==> src/rtl/rle_block_sequencer.sv <==
`default_nettype none
// +----------------------------------------------------------------------------+
// | rle_block_sequencer: reads 8-pair run/level words from SRAM and expands    |
// | them into 64 zig-zag coefficients per block. Option macro: RLE_DC_PRED_EN.  |
// | Revision: 1.0                                                              |
// +----------------------------------------------------------------------------+
module rle_block_sequencer #(
  parameter int ADDR_W = 14,
  parameter int CNT_W  = 10
) (
  input  logic              clk,
  input  logic              reset,
  input  logic              start,
  input  logic [ADDR_W-1:0] base_addr,
  input  logic [CNT_W-1:0]  num_blocks,
  output logic              mem_rd,
  output logic [ADDR_W-1:0] mem_addr,
  input  logic [111:0]      mem_data,
  output logic              coef_valid,
  input  logic              coef_ready,
  output logic [7:0]        coef_data,
  output logic [5:0]        coef_index,
  output logic              block_last,
  output logic              busy,
  output logic              done,
  output logic              err_overflow
);

  typedef enum logic [2:0] {
    S_IDLE  = 3'd0,
    S_FETCH = 3'd1,
    S_WAIT  = 3'd2,
    S_EMIT  = 3'd3,
    S_DONE  = 3'd4
  } state_t;

  state_t            state_q, state_d;
  logic [ADDR_W-1:0] addr_q, addr_d;
  logic [CNT_W-1:0]  nblk_q, nblk_d;
  logic [CNT_W-1:0]  blk_cnt_q, blk_cnt_d;
  logic [111:0]      word_q, word_d;
  logic [2:0]        pair_idx_q, pair_idx_d;
  logic [5:0]        pos_q, pos_d;
  logic [5:0]        zcnt_q, zcnt_d;
  logic              fill_q, fill_d;
  logic              err_q, err_d;
  logic              mem_rd_q, mem_rd_d;
  logic              busy_q, busy_d;
  logic              done_q, done_d;
  logic              valid_q, valid_d;
`ifdef RLE_DC_PRED_EN
  logic [7:0]        prev_dc_q, prev_dc_d;
`endif

  logic [5:0] run;
  logic [7:0] level;
  logic [7:0] raw;
  logic [7:0] coef_val;
  logic       is_eob;
  logic       is_ovf;
  logic       emit_level;
  logic       xfer;

  always_comb begin
    // The current pair always sits in the top 14 bits; consumed pairs are shifted out.
    run        = word_q[111:106];
    level      = word_q[105:98];
    is_eob     = (run == 6'h3F);
    is_ovf     = ({1'b0, pos_q} + {1'b0, run}) > 7'd63;
    xfer       = valid_q & coef_ready;
    emit_level = !fill_q && !is_eob && !((zcnt_q == 6'd0) && is_ovf) && (zcnt_q == run);
    raw        = emit_level ? level : 8'h00;
`ifdef RLE_DC_PRED_EN
    coef_val   = (pos_q == 6'd0) ? prev_dc_q + raw : raw;
    prev_dc_d  = prev_dc_q;
`else
    coef_val   = raw;
`endif

    state_d    = state_q;
    addr_d     = addr_q;
    nblk_d     = nblk_q;
    blk_cnt_d  = blk_cnt_q;
    word_d     = word_q;
    pair_idx_d = pair_idx_q;
    pos_d      = pos_q;
    zcnt_d     = zcnt_q;
    fill_d     = fill_q;
    err_d      = err_q;

    unique case (state_q)
      S_IDLE: begin
        if (start) begin
          addr_d     = base_addr;
          nblk_d     = num_blocks;
          blk_cnt_d  = '0;
          err_d      = 1'b0;
          pos_d      = 6'd0;
          zcnt_d     = 6'd0;
          fill_d     = 1'b0;
          pair_idx_d = 3'd0;
`ifdef RLE_DC_PRED_EN
          prev_dc_d  = 8'h00;
`endif
          state_d    = (num_blocks == '0) ? S_DONE : S_FETCH;
        end
      end
      S_FETCH: begin
        addr_d  = addr_q + ADDR_W'(1);
        state_d = S_WAIT;
      end
      S_WAIT: begin
        word_d  = mem_data;
        state_d = S_EMIT;
      end
      S_EMIT: begin
        if (xfer) begin
          pos_d = pos_q + 6'd1;
          if (!fill_q && is_eob) begin
            fill_d = 1'b1;
          end else if (!fill_q && (zcnt_q == 6'd0) && is_ovf) begin
            fill_d = 1'b1;
            err_d  = 1'b1;
          end else if (emit_level) begin
            zcnt_d     = 6'd0;
            word_d     = word_q << 14;
            pair_idx_d = pair_idx_q + 3'd1;
          end else if (!fill_q) begin
            zcnt_d = zcnt_q + 6'd1;
          end
`ifdef RLE_DC_PRED_EN
          if (pos_q == 6'd0) prev_dc_d = coef_val;
`endif
          // Closing a block drops any pairs left in the word; the next block is word-aligned.
          if (pos_q == 6'd63) begin
            pos_d      = 6'd0;
            zcnt_d     = 6'd0;
            fill_d     = 1'b0;
            pair_idx_d = 3'd0;
            blk_cnt_d  = blk_cnt_q + CNT_W'(1);
            state_d    = ((blk_cnt_q + CNT_W'(1)) == nblk_q) ? S_DONE : S_FETCH;
          end else if (emit_level && (pair_idx_q == 3'd7)) begin
            pair_idx_d = 3'd0;
            state_d    = S_FETCH;
          end
        end
      end
      S_DONE: begin
        state_d = S_IDLE;
      end
      default: begin
        state_d = S_IDLE;
      end
    endcase

    mem_rd_d = (state_d == S_FETCH);
    busy_d   = (state_d == S_FETCH) || (state_d == S_WAIT) || (state_d == S_EMIT);
    done_d   = (state_d == S_DONE);
    valid_d  = (state_d == S_EMIT);
  end

  always_ff @(posedge clk) begin
    if (reset) begin
      state_q    <= S_IDLE;
      addr_q     <= '0;
      nblk_q     <= '0;
      blk_cnt_q  <= '0;
      word_q     <= '0;
      pair_idx_q <= 3'd0;
      pos_q      <= 6'd0;
      zcnt_q     <= 6'd0;
      fill_q     <= 1'b0;
      err_q      <= 1'b0;
      mem_rd_q   <= 1'b0;
      busy_q     <= 1'b0;
      done_q     <= 1'b0;
      valid_q    <= 1'b0;
`ifdef RLE_DC_PRED_EN
      prev_dc_q  <= 8'h00;
`endif
    end else begin
      state_q    <= state_d;
      addr_q     <= addr_d;
      nblk_q     <= nblk_d;
      blk_cnt_q  <= blk_cnt_d;
      word_q     <= word_d;
      pair_idx_q <= pair_idx_d;
      pos_q      <= pos_d;
      zcnt_q     <= zcnt_d;
      fill_q     <= fill_d;
      err_q      <= err_d;
      mem_rd_q   <= mem_rd_d;
      busy_q     <= busy_d;
      done_q     <= done_d;
      valid_q    <= valid_d;
`ifdef RLE_DC_PRED_EN
      prev_dc_q  <= prev_dc_d;
`endif
    end
  end

  assign mem_rd       = mem_rd_q;
  assign mem_addr     = addr_q;
  assign coef_valid   = valid_q;
  assign coef_data    = valid_q ? coef_val : 8'h00;
  assign coef_index   = valid_q ? pos_q : 6'd0;
  assign block_last   = valid_q && (pos_q == 6'd63);
  assign busy         = busy_q;
  assign done         = done_q;
  assign err_overflow = err_q;

endmodule
`default_nettype wire

==> config.mk <==
export PLATFORM = sky130hd
export DESIGN_NAME = rle_block_sequencer
export DESIGN_NICKNAME = d
export VERILOG_FILES = /design/src/rtl/rle_block_sequencer.sv
export SDC_FILE = /design/constraint.sdc
export NUM_CORES = 1
export LEC_CHECK = 0
export ABC_AREA = 1
export CAP_MARGIN = 15
export CORE_MARGIN = 4
export CORE_UTILIZATION = 47
export DETAILED_ROUTE_END_ITERATION = 12
export GPL_TIMING_DRIVEN = 1
export MAX_ROUTING_LAYER = met4
export PLACE_DENSITY_LB_ADDON = 0.2
export SLEW_MARGIN = 15
export SYNTH_ARGS = -nofsm -noshare
export SYNTH_HDL_FRONTEND = slang
export SYNTH_SLANG_ARGS = --single-unit
==> constraint.sdc <==
create_clock -name clk -period 2.05 [get_ports clk]
set_input_delay 0.3075 -clock clk [delete_from_list [all_inputs] [get_ports clk]]
set_output_delay 0.3075 -clock clk [all_outputs]
set_load 0.01 [all_outputs]
* Yosys cells after proc, flatten, opt, wreduce, memory -nomap -nowiden
Index checks and enable logic that the tools add are counted.
** Storage, ports and cells
- Logic and storage cells :: 126
- Output and inout bits :: 34
- Flip-flop bits (word level) :: 170
- Input bits :: 140
** Cells by class
- $lt $le $gt $ge :: 1
- Reduce and logical (&&, ||, !) cells :: 29
- Bitwise gates (word level) :: 1
- $add $sub $neg :: 6
- Multiplexer cells :: 49
- Equal/unequal tests :: 26
** Operators by type and width (count)
- 112-bit 2-to-1 mux :: 4
- 112-bit one-hot mux with 2 select lines :: 1
- 6-bit 2-to-1 mux :: 10
- 3-bit 2-to-1 mux :: 13
- 10-bit 2-to-1 mux :: 3
- 14-bit one-hot mux with 2 select lines :: 1
- 6-bit one-hot mux with 2 select lines :: 2
- 4-bit != test, second input constant :: 5
- 10-bit one-hot mux with 2 select lines :: 1
- 8-bit 2-to-1 mux :: 2
- 14-bit by 1-bit adder with 14-bit output, second input constant :: 1
- 14-bit 2-to-1 mux :: 1
- 2-bit != test, second input constant :: 7
- 6-bit by 1-bit adder with 6-bit output, second input constant :: 2
- 3-bit by 2-bit == test with 1-bit output, second input constant :: 4
- 6-bit == test, second input constant :: 2
- 3-bit one-hot mux with 4 select lines :: 1
- 6-bit AND reduction :: 2
- 10-bit by 1-bit adder with 10-bit output, second input constant :: 1
- 10-bit == test :: 1
- 10-bit zero test :: 1
- 5-bit AND reduction :: 2
- 1-bit logical AND :: 9
- 4-bit AND reduction :: 2
- 18 further kinds :: 34

* Longest topological paths before layout
Gate-level depths: netlist of the first run.
- Word-level depth :: 14
- Mapped depth :: 15
- Gate-level depth less buffers :: 14

* Worst setup path after synthesis of the first run
OpenSTA, ideal clock, no wires.
- Path kind :: register to output
- Start :: register word_q[106]
- End :: output coef_data[0]
- Path buffers :: 1
- Stages on the path, launching flop included :: 11
- Data arrival time :: 1.703 ns
- Required time :: 1.742 ns
- Setup slack :: 0.040 ns
- Path through :: dfxtp_1 -> ha_1 -> fa_1 -> nand3_1 -> nand2_1 -> nand2_1 -> nand2_1 -> nand2_1 -> nand2_1 -> clkbuf_1 -> nor3_1
** On the way
- Longest elaborated chain between the ends :: 8
- Elaborated cells between the ends (all ways) :: 12
- Classes of those cells :: add/sub: 1; order compare: 1; eq/ne: 2; mux: 2; reduce/logical: 6
** RTL lines
- from (decl) :: RTL line 41 : logic [111:0] word_q, word_d;
- from (signal assigned) :: RTL line 186 : word_q <= word_d;
- 6-bit by 6-bit adder with 7-bit output :: RTL line 69 : is_ovf = ({1'b0, pos_q} + {1'b0, run}) > 7'd63;
- 7-bit by 6-bit > comparator with 1-bit output :: RTL line 69
- 1-bit logical AND :: RTL line 71 : emit_level = !fill_q && !is_eob && !((zcnt_q == 6'd0) && is_ovf) && (zcnt_q == run);
- 1-bit zero test :: RTL line 71
- 1-bit logical AND :: RTL line 71
- 1-bit logical AND * :: RTL line 71
- 8-bit 2-to-1 mux * :: RTL line 72 : raw = emit_level ? level : 8'h00;
- 8-bit 2-to-1 mux * :: RTL line 205 : assign coef_data = valid_q ? coef_val : 8'h00;
- to (decl) :: RTL line 21 : output logic [7:0] coef_data,
Mark *: on every way between the ends. The rest lies on a longest branch, timed or not.

* Worst setup path after layout of the first run
- Start :: register pos_q[0]
- End :: register word_q[42]
** On the way
- Longest elaborated chain between the ends :: 8
- Elaborated cells between the ends (all ways) :: 10
- Classes of those cells :: add/sub: 1; order compare: 1; eq/ne: 2; reduce/logical: 6
** RTL lines
- from (decl) :: RTL line 43 : logic [5:0] pos_q, pos_d;
- from (signal assigned) :: RTL line 188 : pos_q <= pos_d;
- 6-bit by 6-bit adder with 7-bit output * :: RTL line 69
- 7-bit by 6-bit > comparator with 1-bit output * :: RTL line 69
- 1-bit logical AND :: RTL line 71
- 1-bit zero test :: RTL line 71
- 1-bit logical AND (2 in series) :: RTL line 71
- 2-bit != test (no line)
- 5-bit AND reduction (no line) *
Marks and branches as above.
A chain may end at the register's enable or synchronous reset.

==> results.env, run 1 <==
NUMBER_OF_GLOBAL_ROUTE_VIAS_BEFORE_REPAIR=9260
COMB_POWER_SHARE_PCT=49.9
TIMING.HOLD.WS_PS=441
FINAL.PERIOD_UTILIZATION_PCT=119
GRT_SETUP_UNREPAIRED='yes'
CTS_BUFFERS=17
VIASPERCELL=5.28
CORE_AREA_MM2=0.0187
GLOBAL_ROUTE_WIRE_LENGTH_BEFORE_REPAIR_UM=45400
POST_SYNTH_INST_COUNT=1455
HORIZONTAL_DIE_DIMENSION_UM=146
POWER_DENSITY_mW_PER_MM2=1130
BUFFER_LEVELS_ON_THE_LONGEST_CLOCK_PATH=2
FINAL_CELL_MIX='376 x sky130_fd_sc_hd__nand2_1, 170 x sky130_fd_sc_hd__nor2_1, 165 x sky130_fd_sc_hd__dfxtp_1'
NUMBER_OF_FAILING_HOLD_ENDPOINTS_AT_THE_FINAL_STAGE=0
CLKSLEWWORSTSETUPHOLDPATHS_PS=80
MAXIMUM_NUMBER_OF_PINS_ON_ONE_NET_BEFORE_GLOBAL_ROUTE_REPAIR=136
GRT_OVERFLOW=0
FRACTION_OF_POST_SYNTHESIS_CELL_AREA_IN_THE_TOP_CELL_TYPE_BY_AREA_PCT=38.1
BUFFER_PORTS.INSERTED=173
SYNTH.LIB_CELLS_USED.DISTINCT=34
END_KIND='flip-flop'
DR_TOTAL_VIAS=10200
CRITPATHMAXFANOUT=7
DIEAREA_MM2=0.0213
DESIGN_AREA_MM2=0.0137
DRT_PASS1_ITERATIONS=5
SYNTH_WARNINGS=0
YOSYS_REGISTER_BITS=170
POSTCTSHOLDBUFS=0
POST_ROUTE_CELLS_DRIVE_ABOVE_1_SHARE_PCT=22.1
SHARE_OF_THE_CORE_FILLED_WITH_CELLS_PCT=73.4
POWER_FRAC_SEQ_PCT=29.0
CLOCK_SINKS=170
DRC=0
WL_PER_CELL_UM=16.0
P_SWITCHING_W=0.00626
SYNTH_TOP_FLOP_CELL='sky130_fd_sc_hd__dfxtp_1'
INSERTION_DELAY_PS=440
POST_SYNTH.CELL_AREA_AVG_UM2=6.14
ROW_COUNT=50
GLOBAL_ROUTE.USAGE.TOTAL_PCT=26.6
DRT-INITIAL-DRC-COUNT=813
SETUP_WS_PS=-382
SYNTH_SEQUENTIAL_AREA_RATIO_PCT=38.1
POWER_SWITCHING_SHARE_PCT=40.3
POSTPLACECELLAREA_MM2=0.0112
HTREE_NUM_LEVELS=4
SYNTH_AREA_LEADER_CELL='sky130_fd_sc_hd__dfxtp_1'
NUMBER_OF_ANTENNA_VIOLATIONS_AT_THE_FIRST_CHECK_IN_GLOBAL_ROUTING=1
POST_SYNTH_MAIN_AREA_CONTRIBUTORS='sky130_fd_sc_hd__dfxtp_1 38%, sky130_fd_sc_hd__nand2_1 19%, sky130_fd_sc_hd__nor2_1 10%'
CTS_ROOT_BUF='sky130_fd_sc_hd__clkbuf_16'
AREA.GROWTH.SYNTH_TO_FINAL_PCT=53.6
SHARE_CLK_OF_TOTAL_POWER_PCT=21.2
ASYNCSETRESETFLOPFRACSYNTH_PCT=0
CTS_TREE='built'
ANT_NETS=0
DIE-HEIGHT_UM=146
MAX_FREQ_GHz=0.411
POWER_LEAKAGE_nW=6.26
CELL_AREA_AFTER_SYNTHESIS_MM2=0.00894
SETUP.WORST_PATH.START_CLASS='flip-flop'
PATH_CLASS='flip-flop to flip-flop'
FLOORPLAN.IO_PINS=174
VDD_DROP_MAX_V=0.000758
WORSTMARGINPINSLEW_PS=549
HPWLAFTERDP_UM=17000
FILLCELLCOUNT=1458
FINISH.NET_COUNT=1842
COUNT_OF_FLIP_FLOPS_WITH_A_BUILT_IN_ENABLE_AFTER_SYNTHESIS=0
ROUTED_WIRELENGTH_UM=31100
VIOLATIONS='negative setup slack'
RUN_STATUS='finished, violations left'
WORSTHOLDPATHTYPE='input pin to flip-flop'
SLEW_VIOLATIONS=0
FLOORPLAN.INITIALDENSITY_PCT=47.8
GPL.FINAL_WEIGHTED_CONGESTION=0.928
WORST_EP_ARRIVAL_TIME_PS=2800
FIN_WORST_SKEW_PS=18.7
P_INT_W=0.00928
SYN_NETS=1608
FINAL_COMMON_CELL='sky130_fd_sc_hd__nand2_1'
TIMING.MAX_CAP.VIOLATIONS=0
REPORT.FINAL.SETUP_VIOL=126
LAYOUT_MIN_CYCLE_TIME_PS=2430
WORSTPATHREQUIRED_PS=2420
TIMING.SLEW.HEADROOM_PCT=63.3
[critical path: stages, from the launching register on]
cell	delay, ps
sky130_fd_sc_hd__dfxtp_2	340
sky130_fd_sc_hd__ha_4	160
sky130_fd_sc_hd__fa_2	350
sky130_fd_sc_hd__nand3_2	60
sky130_fd_sc_hd__nand2_1	60
sky130_fd_sc_hd__nand2_1	80
sky130_fd_sc_hd__nand2_2	80
sky130_fd_sc_hd__nand2_4	110
sky130_fd_sc_hd__nand2_4	80
sky130_fd_sc_hd__buf_6	150
sky130_fd_sc_hd__nand2_8	60
sky130_fd_sc_hd__buf_4	130
sky130_fd_sc_hd__nand3_4	100
sky130_fd_sc_hd__buf_12	170
sky130_fd_sc_hd__buf_12	130
sky130_fd_sc_hd__nand2_1	70
sky130_fd_sc_hd__nand2_1	100
sky130_fd_sc_hd__nor2_2	150
[flip-flops by register name (all words and copies together) (netlist names)]
register,count
word_q,112
mem_addr,14
blk_cnt_q,10
nblk_q,10
pos_q,6
zcnt_q,6
pair_idx_q,3
state_q,3
busy,1
coef_valid,1
done,1
err_overflow,1
fill_q,1
mem_rd,1
[power groups by stage]
stage / Clock [W] / Combinational, W / Sequential, W
global route: 0.00346 / 0.00833 / 0.00457
global placement: 0 / 0.00443 / 0.00449
CTS: 0.00329 / 0.00648 / 0.00444
detailed placement: 0 / 0.00449 / 0.00451
finish: 0.00329 / 0.00774 / 0.00450
floorplan: 0 / 0.00300 / 0.00449
[worst paths after layout]
| check | endpoint | slack, ps | depth (start not counted) | start |
|---|---|---|---|---|
| max | word_q[42] | -380 | 17 | pos_q[0] |
| min | mem_addr[1] | 440 | 3 | base_addr[1] |
| max reg2reg | word_q[42] | -380 | 17 | pos_q[0] |
| min reg2reg | nblk_q[0] | 470 | 2 | nblk_q[0] |
[per-layer routing]
metal / global-route usage (%) / up-vias / wire length (um)
met3: 4.39 / 67 / 1990
met5: - / - / 0
li1: - / 5015 / -
met1: 33.3 / 4711 / 12800
met2: 43.8 / 432 / 15400
met4: 9.26 / 0 / 861
[stage by stage]
step / total power [W] / worst slack (ps) / TNS (ps) / instances
after global routing: 0.0164 / -421 / -41680 / 1937
final: 0.0155 / -382 / -29960 / 1937
after CTS: 0.0142 / -233 / -24880 / 1924
after floorplan: 0.00749 / 39.9 / 0 / 1455
after global placement: 0.00891 / -334 / -30340 / 1847
after detailed placement: 0.00900 / -379 / -36770 / 1847
[kinds of logic (layout without fill, tap and decap cells)]
logic type                 Yosys count  after routing  synth area share [%]
and+or+nand+nor                    823            826                  37.0
DFF                                170            170                  38.1
other                                0              1                     0
buffers and inverters              240            484                  10.6
adders and majority gates           13             13                  1.90
AOI/OAI and AO/OA                  198            198                  11.4
xor gates and xnor gates            11             11                  1.08
[synthesized netlist by cell type, types with 12 or more instances]
library cell and number:
sky130_fd_sc_hd__buf_2 22, sky130_fd_sc_hd__o21ai_0 117, sky130_fd_sc_hd__nand3_1 69, sky130_fd_sc_hd__nor3_1 22, sky130_fd_sc_hd__nor2_1 241, sky130_fd_sc_hd__nand2_1 463, sky130_fd_sc_hd__nand4_1 13, sky130_fd_sc_hd__clkbuf_1 42
sky130_fd_sc_hd__a21oi_1 68, sky130_fd_sc_hd__ha_1 12, sky130_fd_sc_hd__inv_1 158, sky130_fd_sc_hd__dfxtp_1 170
[area by class of cell]
| cell class | count | area (um2) | area share, % |
|---|---|---|---|
| Inverter | 168 | 639 | 4.66 |
| Sequential cell | 170 | 3410 | 24.8 |
| Clock inverter | 15 | 175 | 1.28 |
| Tap cell | 234 | 293 | 2.13 |
| Timing Repair Buffer | 283 | 3230 | 23.5 |
| Clock buffer | 17 | 425 | 3.10 |
| Antenna cell | 1 | 2.50 | 0.0182 |
| Multi-Input combinational cell | 1048 | 5540 | 40.4 |
| Timing Repair inverter | 1 | 7.51 | 0.0547 |
[what timing repair did]
action,CTS,global route
pin swaps,7,38
cloned,23,15
buffers inserted,22,10
setup endpoints to repair,134,149
gates resized for setup,138,221
(Power assumes the default switching activity.)
==> inputs of run 2 (changes only) <==
--- a/config.mk
+++ b/config.mk
@@ -9,10 +9,12 @@
 export CAP_MARGIN = 15
 export CORE_MARGIN = 4
 export CORE_UTILIZATION = 47
+export CTS_CLUSTER_SIZE = 10
 export DETAILED_ROUTE_END_ITERATION = 12
 export GPL_TIMING_DRIVEN = 1
 export MAX_ROUTING_LAYER = met4
 export PLACE_DENSITY_LB_ADDON = 0.2
+export SKIP_LAST_GASP = 1
 export SLEW_MARGIN = 15
 export SYNTH_ARGS = -nofsm -noshare
 export SYNTH_HDL_FRONTEND = slang
==> results.env, run 2 (synthesized netlist as in run 1, its figures left out) <==
HTREE_NUM_LEVELS=4  # unchanged
WORSTMARGINPINSLEW_PS=508  # -41.4 ps
SETUP.WORST_PATH.START_CLASS='flip-flop'
FINISH.NET_COUNT=1842  # unchanged
SETUP_WS_PS=-371  # +11.0 ps
FLOORPLAN.IO_PINS=174  # unchanged
DR_TOTAL_VIAS=10100  # -1.1%
NUMBER_OF_ANTENNA_VIOLATIONS_AT_THE_FIRST_CHECK_IN_GLOBAL_ROUTING=2  # +1
FIN_WORST_SKEW_PS=23.5  # +4.76 ps
CRIT_START='word_q[106]'
GLOBAL_ROUTE.USAGE.TOTAL_PCT=26.3  # -0.28 points
PATH_CLASS='flip-flop to flip-flop'
TIMING.MAX_CAP.VIOLATIONS=0  # unchanged
SLEW_VIOLATIONS=0  # unchanged
DIEAREA_MM2=0.0213  # unchanged
FINAL_CELL_MIX='399 x sky130_fd_sc_hd__nand2_1, 180 x sky130_fd_sc_hd__nor2_1, 165 x sky130_fd_sc_hd__dfxtp_1'
RUN_STATUS='finished, violations left'
NUMBER_OF_FAILING_HOLD_ENDPOINTS_AT_THE_FINAL_STAGE=0  # unchanged
POWER_SWITCHING_SHARE_PCT=40.0  # -0.32 points
GRT_SETUP_UNREPAIRED='yes'
FF_TO_FF_PATH_DEPTH=16  # -1
SLOWEST_STAGE='sky130_fd_sc_hd__fa_2'
TIMING.CRITICAL_PATH.CELLS='ha_4 -> fa_2 -> nand3_2 -> nand2_1 -> nand2_1 -> nand2_2 -> nand2_4 -> nand2_4 -> buf_6 -> nand2_8 -> buf_6 -> nand3_4 -> buf_4 -> clkbuf_16 -> nor2_1 -> nor2_1'
DRC=0  # unchanged
PLACEDCELLCOUNT=1847  # unchanged
CLOCK_SINKS=170  # unchanged
GLOBAL_ROUTE_WIRE_LENGTH_BEFORE_REPAIR_UM=45000  # -1.1%
DRT-INITIAL-DRC-COUNT=873  # +7.4%
VIOLATIONS='negative setup slack'
GRT_OVERFLOW=0  # unchanged
CLKSLEWWORSTSETUPHOLDPATHS_PS=80  # about the same
CTS_TREE='built'
TIMING.REG2REG.SETUP_SLACK_PS=-370  # about the same
WORST_EP_ARRIVAL_TIME_PS=2760  # -40 ps
R2R_END='word_q[61]'
FLOORPLAN.INITIALDENSITY_PCT=47.8  # unchanged
GPL.FINAL_WEIGHTED_CONGESTION=0.928  # unchanged
P_SWITCHING_W=0.00610  # -2.5%
MAXIMUM_NUMBER_OF_PINS_ON_ONE_NET_BEFORE_GLOBAL_ROUTE_REPAIR=136  # unchanged
POSTCTSHOLDBUFS=0  # unchanged
CRIT_PATH_END='word_q[61]'
BUFFER_PORTS.INSERTED=173  # unchanged
SHARE_CLK_OF_TOTAL_POWER_PCT=21.6  # +0.4 points
CRITPATHMAXFANOUT=6  # -1
POST_ROUTE_CELLS_DRIVE_ABOVE_1_SHARE_PCT=20.0  # -2.1 points
LARGEST_REGISTER='word_q'
FINAL_COMMON_CELL='sky130_fd_sc_hd__nand2_1'
INSERTION_DELAY_PS=450  # about the same
BUFFER_LEVELS_ON_THE_LONGEST_CLOCK_PATH=2  # unchanged
TIMING.HOLD.WS_PS=446  # +4.53 ps
DP_WORST_SETUP_SLACK_PS=-379  # unchanged
WORSTHOLDPATHTYPE='input pin to flip-flop'
CORE_AREA_MM2=0.0187  # unchanged
MAX_FREQ_GHz=0.413  # +0.45%
TIMING.SLEW.HEADROOM_PCT=65.8  # +2.4 points
CTS_BUFFERS=17  # unchanged
WORSTPATHREQUIRED_PS=2380  # -40 ps
WORST_R2R_STARTPOINT='word_q[106]'
SLOWEST_DELAY_PS=350  # about the same
AREA.GROWTH.SYNTH_TO_FINAL_PCT=51.7
P_INT_W=0.00916  # -1.2%
ANT_NETS=0  # unchanged
VDD_DROP_MAX_V=0.000729  # -3.8%
DIE-HEIGHT_UM=146  # unchanged
LAYOUT_MIN_CYCLE_TIME_PS=2420  # -11.0 ps
HORIZONTAL_DIE_DIMENSION_UM=146  # unchanged
STDCELL_COUNT=1938  # +0.052%
ROW_COUNT=50  # unchanged
TNS_PS=-28660  # +1300 ps
WL_PER_CELL_UM=15.5  # -3.1%
POWER_LEAKAGE_nW=6.21  # -0.74%
ROUTED_WIRELENGTH_UM=30100  # -3.0%
DRT_PASS1_ITERATIONS=7  # +2
NUMBER_OF_GLOBAL_ROUTE_VIAS_BEFORE_REPAIR=9192  # -0.73%
LARGEST_REGISTER_FFS=112  # unchanged
HPWLAFTERDP_UM=17000  # unchanged
CTS_ROOT_BUF='sky130_fd_sc_hd__clkbuf_16'
POWER_DENSITY_mW_PER_MM2=1130  # -0.55%
COMB_POWER_SHARE_PCT=48.9  # -1.0 points
VIASPERCELL=5.22  # -1.2%
REPORT.FINAL.SETUP_VIOL=123  # -2.4%
END_KIND='flip-flop'
POWER_FRAC_SEQ_PCT=29.5  # +0.5 points
FINAL.PERIOD_UTILIZATION_PCT=118  # -0.54 points
run 2: changes by cell type in the layout (fill, tap and decap cells not counted), sizes merged:
cell / delta
bufbuf: -1
clkbuf: -1
buf: +2
diode: +1
run 2: worst min path at each step:
| stage | start | to | slack [ps] | depth (start not counted) |
|---|---|---|---|---|
| 2_1_floorplan | word_q[0] | word_q[0] | 440 | 2 |
| 3_3_place_gp | word_q[0] | word_q[0] | 450 | 2 |
| 3_5_place_dp | word_q[0] | word_q[0] | 450 | 2 |
| 4_1_cts | base_addr[11] | mem_addr[11] | 430 | 3 |
| 5_1_grt | base_addr[11] | mem_addr[11] | 450 | 3 |
| 6_report | base_addr[11] | mem_addr[11] | 450 | 3 |
run 2: cell type report:
class / count / area (um2)
clock inverter: 15 / 175
tap: 234 / 293
clock buffer: 17 / 425
antenna: 2 / 5.00
timing repair buffer: 283 / 3200
sequential: 170 / 3410
timing repair inverter: 1 / 7.51
multi-input combinational: 1048 / 5410
inverter: 168 / 639
fill: 1500 / 5140
run 2: what timing repair did:
item | in CTS | in global routing
cloned | 23 | 14
buffers inserted | 22 | 10
resized for setup | 119 | 194
pin swaps | 7 | 36
endpoints found under the setup margin | 134 | 152
run 2: worst max-delay path, delay by kind of cell (launching register included):
| family | cells | cell delay [ps] |
|---|---|---|
| fa+ha+maj | 2 | 510 |
| buf+inv | 4 | 610 |
| simple gates | 10 | 870 |
| flops | 1 | 340 |
run 2: power groups by stage:
stage	sequential [W]	combinational (W)	clock (W)
floorplan	0.00449	0.00300	0
global placement	0.00449	0.00443	0
detailed placement	0.00451	0.00449	0
CTS	0.00444	0.00643	0.00329
global route	0.00457	0.00808	0.00346
finish	0.00450	0.00746	0.00330
run 2: per-stage QoR:
step / total power (W) / utilization (%) / area [um2]
3_3_place_gp: 0.00891 / 59.6 / 11200
4_1_cts: 0.0142 / 68.5 / 12800
5_1_grt: 0.0161 / 72.5 / 13600
3_5_place_dp: 0.00900 / 59.6 / 11200
2_1_floorplan: 0.00749 / - / 8940
6_report: 0.0153 / 72.5 / 13600
run 2: layer usage:
layer / track usage, % / vias to the layer above / part of all wire, %
met5: - / - / 0
met4: 8.55 / 0 / 3.0
met3: 4.39 / 68 / 6.0
met2: 43.5 / 362 / 49
met1: 32.9 / 4661 / 42
li1: - / 5021 / -
==> inputs of run 3 (changes only) <==
--- a/config.mk
+++ b/config.mk
@@ -14,6 +14,7 @@
 export GPL_TIMING_DRIVEN = 1
 export MAX_ROUTING_LAYER = met4
 export PLACE_DENSITY_LB_ADDON = 0.2
+export REMOVE_ABC_BUFFERS = 1
 export SKIP_LAST_GASP = 1
 export SLEW_MARGIN = 15
 export SYNTH_ARGS = -nofsm -noshare
==> results.env, run 3 (synthesized netlist as in run 1, its figures left out) <==
RUN_STATUS='finished, violations left'
WORST_R2R_STARTPOINT='word_q[106]'
DIEAREA_MM2=0.0213  # unchanged
HORIZONTAL_DIE_DIMENSION_UM=146  # unchanged
CLOCK_SINKS=170  # unchanged
ROUTED_WIRELENGTH_UM=27800  # -7.8%
WORSTMARGINPINSLEW_PS=602  # +93.8 ps
VIASPERCELL=5.09  # -2.5%
SHARE_CLK_OF_TOTAL_POWER_PCT=21.8  # +0.2 points
GRT_SETUP_UNREPAIRED='yes'
GLOBAL_ROUTE_WIRE_LENGTH_BEFORE_REPAIR_UM=39400  # -12%
BUFFER_PORTS.INSERTED=173  # unchanged
NUMBER_OF_ANTENNA_VIOLATIONS_AT_THE_FIRST_CHECK_IN_GLOBAL_ROUTING=0  # -2
FLOORPLAN.INITIALDENSITY_PCT=47.8  # unchanged
CORE_AREA_MM2=0.0187  # unchanged
NUMBER_OF_GLOBAL_ROUTE_VIAS_BEFORE_REPAIR=8340  # -9.3%
FINAL_COMMON_CELL='sky130_fd_sc_hd__nand2_1'
P_INT_W=0.00879  # -4.0%
CRITPATHMAXFANOUT=9  # +3
TNS_PS=-37270  # -8610 ps
PATH_CLASS='flip-flop to flip-flop'
WORSTPATHREQUIRED_PS=2400  # +20 ps
SLOWEST_STAGE='sky130_fd_sc_hd__dfxtp_2'
MAX_FREQ_GHz=0.411  # -0.59%
R2R_END='word_q[15]'
AREA.GROWTH.SYNTH_TO_FINAL_PCT=43.7
LARGEST_REGISTER='word_q'
GRT_OVERFLOW=0  # unchanged
ANT_NETS=0  # unchanged
SETUP_WS_PS=-385  # -14.5 ps
DR_TOTAL_VIAS=9679  # -4.3%
CTS_TREE='built'
SLEW_VIOLATIONS=0  # unchanged
TIMING.SLEW.HEADROOM_PCT=59.9  # -5.9 points
DIODES=0  # -2
CTS_ROOT_BUF='sky130_fd_sc_hd__clkbuf_16'
CRIT_FAMILY='simple AND/OR/NAND/NOR gates'
ROW_COUNT=50  # unchanged
BUFFER_LEVELS_ON_THE_LONGEST_CLOCK_PATH=2  # unchanged
DP_WORST_SETUP_SLACK_PS=-436  # -56.7 ps
SHARE_OF_THE_CORE_FILLED_WITH_CELLS_PCT=68.6  # -3.9 points
FIN_WORST_SKEW_PS=13.3  # -10.1 ps
REPORT.FINAL.SETUP_VIOL=134  # +8.9%
INSERTION_DELAY_PS=430  # -20 ps
LAYOUT_MIN_CYCLE_TIME_PS=2440  # +14.5 ps
VIOLATIONS='negative setup slack'
END_KIND='flip-flop'
GPL.FINAL_WEIGHTED_CONGESTION=0.881  # -5.1%
NUMBER_OF_FAILING_HOLD_ENDPOINTS_AT_THE_FINAL_STAGE=0  # unchanged
PATH_DEPTH=17  # +1
TIMING.REG2REG.SETUP_SLACK_PS=-390  # about the same
WL_PER_CELL_UM=14.6  # -6.1%
DRC=0  # unchanged
DIE-HEIGHT_UM=146  # unchanged
FINISH.NET_COUNT=1810  # -1.7%
TIMING.CRITICAL_PATH.CELLS='ha_4 -> fa_2 -> nand3_2 -> nand2_1 -> nand2_1 -> nand2_2 -> nand2_2 -> nand2_4 -> buf_16 -> buf_8 -> nand2_4 -> nand3_4 -> clkbuf_16 -> buf_12 -> nand2_1 -> nand2_1 -> nor2_1'
DRT_PASS1_ITERATIONS=6  # -1
POST_ROUTE_CELLS_DRIVE_ABOVE_1_SHARE_PCT=15.5  # -4.5 points
HPWLAFTERDP_UM=16100  # -5.4%
SETUP.WORST_PATH.START_CLASS='flip-flop'
MAXIMUM_NUMBER_OF_PINS_ON_ONE_NET_BEFORE_GLOBAL_ROUTE_REPAIR=94  # -31%
P_SWITCHING_W=0.00547  # -10%
VDD_DROP_MAX_V=0.000759  # +4.1%
COMB_POWER_SHARE_PCT=46.9  # -2.0 points
POWER_LEAKAGE_nW=5.94  # -4.3%
SLOWEST_DELAY_PS=340  # about the same
CRITICAL_PATH_BUF_INV_COUNT=4  # unchanged
DRT-INITIAL-DRC-COUNT=559  # -36%
CLKSLEWWORSTSETUPHOLDPATHS_PS=70  # about the same
POWER_FRAC_SEQ_PCT=31.3  # +1.8 points
FINAL_CELL_MIX='402 x sky130_fd_sc_hd__nand2_1, 212 x sky130_fd_sc_hd__nor2_1, 167 x sky130_fd_sc_hd__dfxtp_1'
PATH_COMMON_CELL='sky130_fd_sc_hd__nand2_1'
WORST_EP_ARRIVAL_TIME_PS=2780  # +20 ps
GLOBAL_ROUTE.USAGE.TOTAL_PCT=22.7  # -3.6 points
FINAL.PERIOD_UTILIZATION_PCT=119  # +0.71 points
CTS_BUFFERS=17  # unchanged
POWER_DENSITY_mW_PER_MM2=1110  # -1.3%
FF_TO_FF_PATH_DEPTH=17  # +1
LARGEST_REGISTER_FFS=112  # unchanged
CRIT_START='word_q[106]'
WORSTHOLDPATHTYPE='input pin to flip-flop'
CRIT_PATH_END='word_q[15]'
FLOORPLAN.IO_PINS=174  # unchanged
POSTCTSHOLDBUFS=0  # unchanged
POWER_SWITCHING_SHARE_PCT=38.3  # -1.6 points
HTREE_NUM_LEVELS=4  # unchanged
TIMING.MAX_CAP.VIOLATIONS=0  # unchanged
-- run 3: layer usage --
layer,GRT usage [%],wire (um),up-vias
met5,-,0,-
li1,-,-,4932
met1,28.7,12000,4371
met4,6.51,822,0
met3,5.42,1860,63
met2,36.4,13100,313
-- run 3: worst min path at each step --
stage / endpoint / startpoint / cells after the start
finish: busy / reset / 5
floorplan: blk_cnt_q[1] / reset / 1
detailed placement: word_q[12] / word_q[12] / 2
CTS: word_q[66] / reset / 5
global route: word_q[39] / reset / 5
global placement: word_q[5] / word_q[5] / 2
-- run 3: cell type report --
| class | count | area, um2 |
|---|---|---|
| fill | 1614 | 5860 |
| multi-input combinational | 1045 | 5170 |
| sequential | 170 | 3410 |
| timing repair buffer | 254 | 2770 |
| inverter | 168 | 636 |
| clock buffer | 21 | 470 |
| tap | 234 | 293 |
| clock inverter | 10 | 95.1 |
| timing repair inverter | 1 | 5.00 |
-- run 3: repair_timing --
action	4_1_cts	5_1_grt
pin swaps	1	27
buffers inserted	0	3
endpoints found under the setup margin	134	147
gates cloned	1	21
resized for setup	55	162
-- run 3: tightest hold or removal path: stages --
cell,delay [ps]
sky130_fd_sc_hd__buf_2,100
sky130_fd_sc_hd__clkinv_2,90
sky130_fd_sc_hd__buf_12,190
sky130_fd_sc_hd__nand2_2,90
sky130_fd_sc_hd__inv_1,30
-- run 3: power by group through the flow --
stage / logic (W) / registers, W / clock network (W)
2_1_floorplan: 0.00287 / 0.00449 / 0
4_1_cts: 0.00486 / 0.00444 / 0.00314
3_5_place_dp: 0.00457 / 0.00450 / 0
6_report: 0.00668 / 0.00447 / 0.00311
5_1_grt: 0.00729 / 0.00454 / 0.00330
3_3_place_gp: 0.00449 / 0.00448 / 0
-- run 3: metrics by stage --
stage	total power, W	std cells	hold slack [ps]	area (um2)
floorplan	0.00737	1383	377	8620
finish	0.0143	1903	424	12800
CTS	0.0124	1879	416	11800
detailed placement	0.00907	1847	454	11200
global placement	0.00898	1847	448	11200
global route	0.0151	1903	446	12800
